## src/rtl/mc_ctrl.sv

```systemverilog
// mc_ctrl: multi-cycle control sequencer for the CPU datapath.
// Steps one instruction at a time through FETCH/DECODE/EXEC/MEM/WB and drives
// the ALU, register-file, PC and data-memory handshake controls.
module mc_ctrl (
    input  logic        clk,
    input  logic        rst_n,
    input  logic [31:0] instr_i,
    input  logic        instr_valid_i,
    output logic        instr_ready_o,
    input  logic        zero_i,
    input  logic        mem_ack_i,
    output logic [3:0]  alu_op_o,
    output logic        alu_src_b_o,
    output logic        reg_wr_en_o,
    output logic        reg_dst_o,
    output logic        mem_to_reg_o,
    output logic        mem_req_o,
    output logic        mem_we_o,
    output logic        pc_en_o,
    output logic [1:0]  pc_src_o,
    output logic [31:0] ir_o,
    output logic        illegal_o,
    output logic [2:0]  state_o,
    output logic [31:0] retired_o
);

    typedef enum logic [2:0] {
        StIdle   = 3'd0,
        StFetch  = 3'd1,
        StDecode = 3'd2,
        StExec   = 3'd3,
        StMem    = 3'd4,
        StWb     = 3'd5
    } state_e;

    localparam logic [5:0] OpRType = 6'h00;
    localparam logic [5:0] OpAddi  = 6'h08;
    localparam logic [5:0] OpLw    = 6'h23;
    localparam logic [5:0] OpSw    = 6'h2B;
    localparam logic [5:0] OpBeq   = 6'h04;
    localparam logic [5:0] OpJ     = 6'h02;

    localparam logic [3:0] AluAnd = 4'b0000;
    localparam logic [3:0] AluOr  = 4'b0001;
    localparam logic [3:0] AluAdd = 4'b0010;
    localparam logic [3:0] AluSub = 4'b0110;
    localparam logic [3:0] AluSlt = 4'b0111;
    localparam logic [3:0] AluNor = 4'b1100;

    state_e      state_q, state_d;
    logic [31:0] ir_q;
    logic [31:0] retired_q;

    logic [5:0] opcode;
    logic [5:0] funct;
    logic       is_r, is_addi, is_lw, is_sw, is_beq, is_j, is_legal;
    logic [3:0] r_alu_op;
    logic       retire;

    assign opcode = ir_q[31:26];
    assign funct  = ir_q[5:0];

    // Instruction classification from the latched IR
    always_comb begin
        r_alu_op = AluAdd;
        is_r     = 1'b0;
        if (opcode == OpRType) begin
            is_r = 1'b1;
            case (funct)
                6'h20:   r_alu_op = AluAdd;
                6'h22:   r_alu_op = AluSub;
                6'h24:   r_alu_op = AluAnd;
                6'h25:   r_alu_op = AluOr;
                6'h27:   r_alu_op = AluNor;
                6'h2A:   r_alu_op = AluSlt;
                default: is_r = 1'b0;
            endcase
        end
    end

    assign is_addi  = (opcode == OpAddi);
    assign is_lw    = (opcode == OpLw);
    assign is_sw    = (opcode == OpSw);
    assign is_beq   = (opcode == OpBeq);
    assign is_j     = (opcode == OpJ);
    assign is_legal = is_r | is_addi | is_lw | is_sw | is_beq | is_j;

    // State register, instruction register and retire counter
    always_ff @(posedge clk or negedge rst_n) begin
        if (!rst_n) begin
            state_q   <= StIdle;
            ir_q      <= 32'd0;
            retired_q <= 32'd0;
        end else begin
            state_q <= state_d;
            if (state_q == StFetch && instr_valid_i) begin
                ir_q <= instr_i;
            end
            if (retire) begin
                retired_q <= retired_q + 32'd1;
            end
        end
    end

    // Next-state and control-output decode
    always_comb begin
        state_d       = state_q;
        instr_ready_o = 1'b0;
        alu_op_o      = 4'b0000;
        alu_src_b_o   = 1'b0;
        reg_wr_en_o   = 1'b0;
        reg_dst_o     = 1'b0;
        mem_to_reg_o  = 1'b0;
        mem_req_o     = 1'b0;
        mem_we_o      = 1'b0;
        retire        = 1'b0;
        pc_src_o      = 2'b00;
        illegal_o     = 1'b0;
        case (state_q)
            StIdle: state_d = StFetch;
            StFetch: begin
                instr_ready_o = 1'b1;
                if (instr_valid_i) begin
                    state_d = StDecode;
                end
            end
            StDecode: begin
                if (is_legal) begin
                    state_d = StExec;
                end else begin
                    illegal_o = 1'b1;
                    retire    = 1'b1;
                    state_d   = StFetch;
                end
            end
            StExec: begin
                if (is_r) begin
                    alu_op_o = r_alu_op;
                    state_d  = StWb;
                end else if (is_addi || is_lw || is_sw) begin
                    alu_op_o    = AluAdd;
                    alu_src_b_o = 1'b1;
                    state_d     = is_addi ? StWb : StMem;
                end else if (is_beq) begin
                    alu_op_o = AluSub;
                    retire   = 1'b1;
                    // Branch decision is the one output that follows an input directly
                    pc_src_o = {1'b0, zero_i};
                    state_d  = StFetch;
                end else begin
                    retire   = 1'b1;
                    pc_src_o = 2'b10;
                    state_d  = StFetch;
                end
            end
            StMem: begin
                mem_req_o   = 1'b1;
                mem_we_o    = is_sw;
                alu_op_o    = AluAdd;
                alu_src_b_o = 1'b1;
                if (mem_ack_i) begin
                    if (is_sw) begin
                        retire  = 1'b1;
                        state_d = StFetch;
                    end else begin
                        state_d = StWb;
                    end
                end
            end
            StWb: begin
                reg_wr_en_o  = 1'b1;
                reg_dst_o    = is_r;
                mem_to_reg_o = is_lw;
                if (is_r) begin
                    alu_op_o = r_alu_op;
                end else if (is_addi) begin
                    alu_op_o    = AluAdd;
                    alu_src_b_o = 1'b1;
                end
                retire  = 1'b1;
                state_d = StFetch;
            end
            default: state_d = StIdle;
        endcase
    end

    assign pc_en_o   = retire;
    assign ir_o      = ir_q;
    assign state_o   = state_q;
    assign retired_o = retired_q;

endmodule
```

## config.mk

```make
export PLATFORM = sky130hd
export DESIGN_NAME = mc_ctrl
export DESIGN_NICKNAME = d
export VERILOG_FILES = /design/src/rtl/mc_ctrl.sv
export SDC_FILE = /design/constraint.sdc
export NUM_CORES = 1
export LEC_CHECK = 0
export CORE_ASPECT_RATIO = 1.2
export CORE_MARGIN = 10
export CORE_UTILIZATION = 25
export CTS_BUF_LIST = sky130_fd_sc_hd__clkbuf_4
export CTS_CLUSTER_SIZE = 16
export DETAILED_ROUTE_END_ITERATION = 7
export PLACE_DENSITY_LB_ADDON = 0.25
export SKIP_CTS_REPAIR_TIMING = 1
export SLEW_MARGIN = 20
export SYNTH_ARGS = -nofsm -noshare
export SYNTH_HDL_FRONTEND = slang
export SYNTH_SLANG_ARGS = --single-unit
```

## constraint.sdc

```tcl
create_clock -name clk -period 2 [get_ports clk]
set_input_delay 0.5 -clock clk [delete_from_list [all_inputs] [get_ports clk]]
set_output_delay 0.5 -clock clk [all_outputs]
set_load 0.02 [all_outputs]
```

==> impl_results.rst, run 1 <==
.. list-table::
   :header-rows: 1

   * - Metric
     - Value
   * - Master cell of the clock root buffer
     - sky130_fd_sc_hd__clkbuf_4
   * - Global-route wire length before repair
     - 15.78 mm
   * - Number of synthesized flops with an enable pin
     - 0
   * - Number of antenna violations at the first check in global routing
     - 0
   * - Vias in the first global route
     - 2,965
   * - Max-cap check violation count
     - 0
   * - Number of vias in the routed layout
     - 2,846
   * - Tot GR Track Use
     - a little over a tenth
   * - Pwr dens
     - ~1200 nW/µm²
   * - Highest ir drop seen on vdd
     - 0.0004797 V
   * - Cell type with the highest aggregate area in the netlist
     - sky130_fd_sc_hd__dfrtp_1
   * - Total count of max-transition violations in the final report
     - 0
   * - Starting Density
     - 25.86%
   * - Post-detailed-placement half-perimeter wirelength
     - around 7.7 mm
   * - Count of mapped cells out of synthesis
     - 293
   * - Largest incremental delay on the critical path
     - about 430 ps
   * - Final #Nets
     - slightly above 500
   * - Overflow after GRT
     - 0
   * - Failing checks
     - negative setup slack
   * - Leakage
     - about 0.0032 µW
   * - Worst endpoint required time
     - about 1500 ps
   * - Worst Setup Start Kind
     - register
   * - Antenna Cells
     - 0
   * - Setup violators final
     - 42
   * - # IOs
     - between 100 and 150
   * - Core area
     - roughly 13,000 µm²
   * - Unrepaired setup endpoints after global routing
     - yes
   * - Core Rows
     - 45
   * - Post-synthesis instance area
     - 3306 µm²
   * - Fillcell total
     - 1,223
   * - Yosys synthesis warning count
     - 0
   * - Routed wirelength normalized by instance count
     - 15.49 µm
   * - Crit-path most repeated cell
     - sky130_fd_sc_hd__buf_6
   * - Biggest fanout along the worst timing path
     - 4
   * - Number of buffers inserted during clock tree synthesis
     - 9
   * - Post-route worst setup slack
     - -539.1 ps
   * - Layout cell share with drive strength beyond 1
     - 38.57%
   * - Clock period minus final worst setup slack
     - about 2500 ps
   * - Wire length reported by the detailed router
     - 9.928 mm
   * - Final core occ
     - 44.46%
   * - Top area cells in the synthesized netlist
     - sky130_fd_sc_hd__dfrtp_1 51%, sky130_fd_sc_hd__mux2_2 11%, sky130_fd_sc_hd__xor2_1 7.2%
   * - Timing-limited maximum frequency
     - 0.3938 GHz
   * - Cell with the largest stage delay on the worst path
     - sky130_fd_sc_hd__dfrtp_2
   * - CTS tree
     - done
   * - Commonest cells in the netlist
     - 67 x sky130_fd_sc_hd__dfrtp_1, 31 x sky130_fd_sc_hd__mux2_2, 30 x sky130_fd_sc_hd__nand2_1, 27 x sky130_fd_sc_hd__xor2_1, 20 x sky130_fd_sc_hd__nand3_1
   * - Length of the first detailed-routing pass in iterations
     - 4
   * - Share of Yosys cell area claimed by the top area cell type
     - slightly above 50%
   * - Cell chain of the critical path
     - or3b_4, o22ai_4, o31ai_4, buf_6, a21oi_4, inv_4, buf_6
   * - Worst-margin pin slew
     - 575.0 ps
   * - HP Class
     - in2async
   * - Post-placement cell count
     - 615
   * - Synth async-reset ratio
     - 100.0%
   * - Area of the multi-input gates
     - 1787 µm²
   * - Most used flip-flop cell after synthesis
     - sky130_fd_sc_hd__dfrtp_1
   * - Final Cycle Share
     - 127.0%
   * - Worst Clk Skew
     - around 33 ps
   * - Clock network latency to the later pin of the worst-skew pair
     - approximately 430 ps
   * - Die span in y
     - 146.0 µm
   * - Per-cell via count in the routed design
     - ~4.4
   * - Remaining antenna violation count
     - 0
   * - Worst rel slew slack
     - 61.67%
   * - Pin count of the biggest net entering global routing
     - 34
   * - Register area share after synthesis
     - 50.72%
   * - Port buffer count
     - approximately 120
   * - Max H-tree Level
     - 3
   * - Classification of the worst setup path
     - reg2out
   * - Number of distinct library cells after synthesis
     - 46
   * - Hold Violations, Final
     - 0
   * - Post-Route Setup TNS
     - -8805 ps
   * - Result of the run
     - finished, violations left
   * - Clock Sinks
     - 67
   * - Critical path endpoint category
     - output port
   * - Number of standard cells in the layout, taps in and fillers out
     - ~640
   * - Placer's final routability congestion estimate
     - 0.7837
   * - Most frequent cell after synthesis
     - sky130_fd_sc_hd__dfrtp_1
   * - Horizontal extent of the die
     - 125.0 µm
   * - Floorplan die area
     - between 15,000 and 20,000 µm²
   * - Synthesis-to-layout area growth
     - 71.92%
   * - Arrival time worst endpoint
     - around 2000 ps
   * - Mean instance size in the synthesized netlist
     - about 11 µm²
   * - Area taken by flip-flops and latches
     - 1684 µm²
   * - Mapped Nets
     - 333
   * - Flip-flop and latch count after synthesis
     - 67
   * - Violation count after the first detailed-route iteration
     - between 50 and 60
   * - Clk buf depth
     - 2
   * - Worst slack at placement
     - -604.6 ps
   * - Remaining design rule violation count
     - 0
   * - Clock transition at the registers of the reported paths
     - 130 ps
## final cells by class
cell class                      count  area share [%]
Clock buffer                        9           1.189
Clock inverter                      7           1.629
Inverter                            6          0.4403
Multi-Input combinational cell    210           31.44
Sequential cell                    67           29.63
Tap cell                          164           3.611
Timing Repair Buffer              178           32.06
## layout by cell type, fill, tap and decap left out, types with 3 or more instances in the layout
cell / instances
sky130_fd_sc_hd__clkinv_2: 3
sky130_fd_sc_hd__o21ai_0: 3
sky130_fd_sc_hd__and3_1: 6
sky130_fd_sc_hd__ha_1: 3
sky130_fd_sc_hd__dfrtp_1: 61
sky130_fd_sc_hd__nand3_1: 12
sky130_fd_sc_hd__nand3_2: 3
sky130_fd_sc_hd__dfrtp_2: 6
sky130_fd_sc_hd__nand3_4: 5
sky130_fd_sc_hd__nor4_2: 6
sky130_fd_sc_hd__clkdlybuf4s50_1: 54
sky130_fd_sc_hd__nor4_1: 4
sky130_fd_sc_hd__buf_12: 3
sky130_fd_sc_hd__and3_4: 4
sky130_fd_sc_hd__mux2_2: 31
sky130_fd_sc_hd__clkbuf_4: 9
sky130_fd_sc_hd__buf_4: 52
sky130_fd_sc_hd__nor2_1: 10
sky130_fd_sc_hd__inv_2: 4
sky130_fd_sc_hd__dlymetal6s2s_1: 48
sky130_fd_sc_hd__buf_6: 20
sky130_fd_sc_hd__nand2_1: 26
sky130_fd_sc_hd__nor3_1: 12
sky130_fd_sc_hd__nor2_2: 3
sky130_fd_sc_hd__nor4b_1: 3
sky130_fd_sc_hd__xnor2_1: 3
sky130_fd_sc_hd__xor2_1: 27
## worst max-delay path: cells and delay by family, from the launching register on
kind,cells,cell delay [ps]
buffers and inverters,3,320
AO/OA/AOI/OAI,3,490
flip-flops,1,430
AND/OR/NAND/NOR,1,390
## registers in the layout, indices dropped and copies added (netlist names)
signal,flops
state_o,3
ir_o,32
retired_o,32
## stage by stage
stage | hold WS (ps) | total power [µW] | cell area [µm²]
final | 51.95 | 6906 | 5683
after global routing | 45.33 | 7340 | 5683
after CTS | 50.34 | 6652 | 5268
after detailed placement | 457.8 | 5616 | 5107
after global placement | 457.5 | 5566 | 5107
after floorplan | 204.4 | 3798 | 3373
## routing by layer
layer	track usage, %	vias up	share of wire (%)
li1	-	1402	-
met1	11.23	1369	40
met2	18.17	66	52
met3	4.512	9	6.0
met4	3.691	0	1.5
met5	0	-	0
## where the power goes
part	switching, µW	leakage [µW]	internal [µW]	total [µW]
registers	297	0.000849	1760	2060
logic	1860	0.00223	1970	3830
clock network	520	0.0000896	504	1020
## final timing paths
check | from | end | slack (ps) | cells after the start
max | ir_o[0] | pc_en_o | -540 | 7
min | rst_n | state_o[0] | 50 | 1
max reg2reg | ir_o[0] | retired_o[13] | -190 | 8
min reg2reg | retired_o[31] | retired_o[31] | 470 | 1
max in group asynchronous | rst_n | ir_o[0] | 1380 | 2
min in group clk | retired_o[31] | retired_o[31] | 470 | 1
## cell families after synthesis
| logic type | after synthesis | share of synthesized area, % |
|---|---|---|
| DFF | 67 | 50.72 |
| and+or+nand+nor | 121 | 20.82 |
| xor gates and xnor gates | 32 | 8.478 |
| buffers and inverters | 16 | 2.460 |
| AOI/OAI and AO/OA | 21 | 5.148 |
| muxes | 33 | 11.24 |
| adders and majority gates | 3 | 1.136 |
(Power assumes the default switching activity.)
==> inputs of run 2 (changes only) <==
- SLEW_MARGIN: 20 -> unset
==> results of run 2 <==
Same layout as run 1: the final DEF is identical, and so are final timing and power.
==> inputs of run 3 (changes only) <==
- CORE_MARGIN: 10 -> 1
- CTS_CLUSTER_SIZE: 16 -> unset
- HOLD_SLACK_MARGIN: unset -> 0.02
==> run 3 against run 2 <==
The run still ends with negative setup slack left. Clock skew fell by 13 ps. Setup slack got worse by 12 ps. Utilization rose by 0.098 points. Final cell count fell by 0.16%. Register-to-register slack improved by 20 ps. Power rose by 0.57%. Maximum frequency fell by 0.48%. Die area fell by 25%. Sequential power barely moved. Critical endpoint unchanged. Highest routed layer unchanged.
==> impl_results.rst, run 3 (same netlist as run 1, synthesis figures left out) <==
.. list-table::
   :header-rows: 1

   * - Metric
     - Value
   * - Layout cell share with drive strength beyond 1
     - 38.45% (-0.13 points)
   * - # IOs
     - 119 (unchanged)
   * - Core Rows
     - 45 (unchanged)
   * - Number of antenna violations at the first check in global routing
     - 0 (unchanged)
   * - Number of buffers inserted during clock tree synthesis
     - 9 (unchanged)
   * - Met3 capacity usage during global routing
     - 3.762% (-0.75 points)
   * - Most common cell after layout, fill and taps aside
     - sky130_fd_sc_hd__dfrtp_1
   * - Worst Clk Skew
     - 20.16 ps (-12.75 ps)
   * - Routed wirelength normalized by instance count
     - 14.41 µm (-7.0%)
   * - Worst rel slew slack
     - 72.81% (+11 points)
   * - Clock period minus final worst setup slack
     - 2551 ps (+12.18 ps)
   * - Arrival time worst endpoint
     - 2050 ps (about the same)
   * - Vias in the first global route
     - 2,949 (-0.54%)
   * - Per-cell via count in the routed design
     - 4.527 (+2.0%)
   * - Starting Density
     - 25.86% (unchanged)
   * - Worst Reg2Reg Path Length in Cells
     - 9 (+1)
   * - Critical path endpoint category
     - output port
   * - Wire length reported by the detailed router
     - 9.222 mm (-7.1%)
   * - Post-Route Setup TNS
     - -8058 ps (+747.2 ps)
   * - Worst endpoint required time
     - 1500 ps (about the same)
   * - Pwr dens
     - 1220 nW/µm² (+0.35%)
   * - Placer's final routability congestion estimate
     - 0.7951 (+1.5%)
   * - Horizontal extent of the die
     - 107.0 µm (-14%)
   * - Antenna Cells
     - 0 (unchanged)
   * - Core area
     - 12,780 µm² (unchanged)
   * - Final #Nets
     - 511 (-0.20%)
   * - Leakage
     - 0.003192 µW (+0.78%)
   * - Failing checks
     - negative setup slack
   * - Final core occ
     - 44.56% (+0.098 points)
   * - Post-detailed-placement half-perimeter wirelength
     - 6.504 mm (-15%)
   * - Setup violators final
     - 42 (unchanged)
   * - Overflow after GRT
     - 0 (unchanged)
   * - Global-route wire length before repair
     - 14.16 mm (-10%)
   * - Layer with the highest usage after global routing
     - met2
   * - Die span in y
     - 128.0 µm (-12%)
   * - Hold Violations, Final
     - 0 (unchanged)
   * - Tot GR Track Use
     - 13.25% (+2.7 points)
   * - Result of the run
     - finished, violations left
   * - Length of the first detailed-routing pass in iterations
     - 4 (unchanged)
   * - Met1 usage in global routing
     - 15.62% (+4.4 points)
   * - Clock Sinks
     - 67 (unchanged)
   * - Port buffer count
     - 118 (unchanged)
   * - Violation count after the first detailed-route iteration
     - 37 (-27%)
   * - Clk buf depth
     - 2 (unchanged)
   * - Clock network latency to the later pin of the worst-skew pair
     - 410 ps (-20 ps)
   * - Floorplan die area
     - 13,690 µm² (-25%)
   * - Remaining antenna violation count
     - 0 (unchanged)
   * - Final Cycle Share
     - 127.6% (+0.61 points)
   * - HP Class
     - in2async
   * - Timing-limited maximum frequency
     - 0.3920 GHz (-0.48%)
   * - Max-cap check violation count
     - 0 (unchanged)
   * - Remaining design rule violation count
     - 0 (unchanged)
   * - Total count of max-transition violations in the final report
     - 0 (unchanged)
   * - Max H-tree Level
     - 3 (unchanged)
   * - Worst-margin pin slew
     - 406.9 ps (-168.1 ps)
   * - Worst slack at placement
     - -606.4 ps (-1.767 ps)
   * - Pin count of the biggest net entering global routing
     - 68 (+100%)
   * - Synthesis-to-layout area growth
     - 72.29%
   * - Number of vias in the routed layout
     - 2,897 (+1.8%)
   * - Classification of the worst setup path
     - reg2out
   * - Worst Setup Start Kind
     - register
   * - Master cell of the clock root buffer
     - sky130_fd_sc_hd__clkbuf_4
   * - Commonest cells after routing, fill and taps aside
     - 60 x sky130_fd_sc_hd__dfrtp_1, 56 x sky130_fd_sc_hd__clkdlybuf4s50_1, 55 x sky130_fd_sc_hd__buf_4
   * - Post-route worst setup slack
     - -551.3 ps (-12.18 ps)
   * - Unrepaired setup endpoints after global routing
     - yes
   * - Clock transition at the registers of the reported paths
     - 130 ps (about the same)
   * - Biggest fanout along the worst timing path
     - 3 (-1)
   * - CTS tree
     - done
   * - Highest ir drop seen on vdd
     - 0.0005099 V (+6.3%)
   * - GR Layer Usage met2
     - 22.50% (+4.3 points)
==> run 3: per-layer routing <==
layer / vias to the layer above / wire [µm]
met4: 0 / 111
li1: 1400 / -
met2: 74 / 4756
met5: - / 0
met1: 1416 / 3822
met3: 7 / 532
==> run 3: critical path: stages, from the launching register on <==
cell                      delay (ps)
sky130_fd_sc_hd__dfrtp_1         400
sky130_fd_sc_hd__or3b_4          420
sky130_fd_sc_hd__o22ai_4         180
sky130_fd_sc_hd__o31ai_4         110
sky130_fd_sc_hd__buf_4           150
sky130_fd_sc_hd__a21oi_4         200
sky130_fd_sc_hd__inv_4            60
sky130_fd_sc_hd__buf_6           130
==> run 3: power by group <==
group          internal [µW]  leakage (µW)  total [µW]  switching (µW)
Clock                    505     0.0000861        1020             512
Combinational           2010       0.00226        3880            1870
Sequential              1760      0.000848        2050             286
==> run 3: worst paths after layout <==
check	startpoint	end	slack, ps
hold / removal	rst_n	retired_o[7]	60
min in group clk	retired_o[31]	retired_o[31]	470
hold reg to reg	retired_o[31]	retired_o[31]	470
setup / recovery	ir_o[4]	pc_en_o	-550
setup reg to reg	ir_o[4]	retired_o[12]	-170
max in group asynchronous	rst_n	ir_o[26]	1580
==> run 3: final cells by class <==
| class | count | area (µm²) |
|---|---|---|
| inverters | 6 | 25.02 |
| flip-flops and latches | 67 | 1685 |
| repair buffers | 177 | 1789 |
| fillers | 1217 | 7086 |
| clock buffers | 9 | 67.56 |
| multi-input cells | 210 | 1832 |
| well taps | 164 | 205.2 |
| clock inverters | 7 | 91.34 |
==> run 3: per-stage QoR <==
| step | power (µW) | hold WS (ps) | cell area [µm²] | std cells |
|---|---|---|---|---|
| 2_1_floorplan | 3798 | 204.4 | 3373 | 293 |
| 3_3_place_gp | 5543 | 456.1 | 5095 | 615 |
| 3_5_place_dp | 5577 | 456.8 | 5095 | 615 |
| 4_1_cts | 6633 | 53.16 | 5254 | 631 |
| 5_1_grt | 7376 | 49.88 | 5695 | 640 |
| 6_report | 6946 | 61.91 | 5695 | 640 |
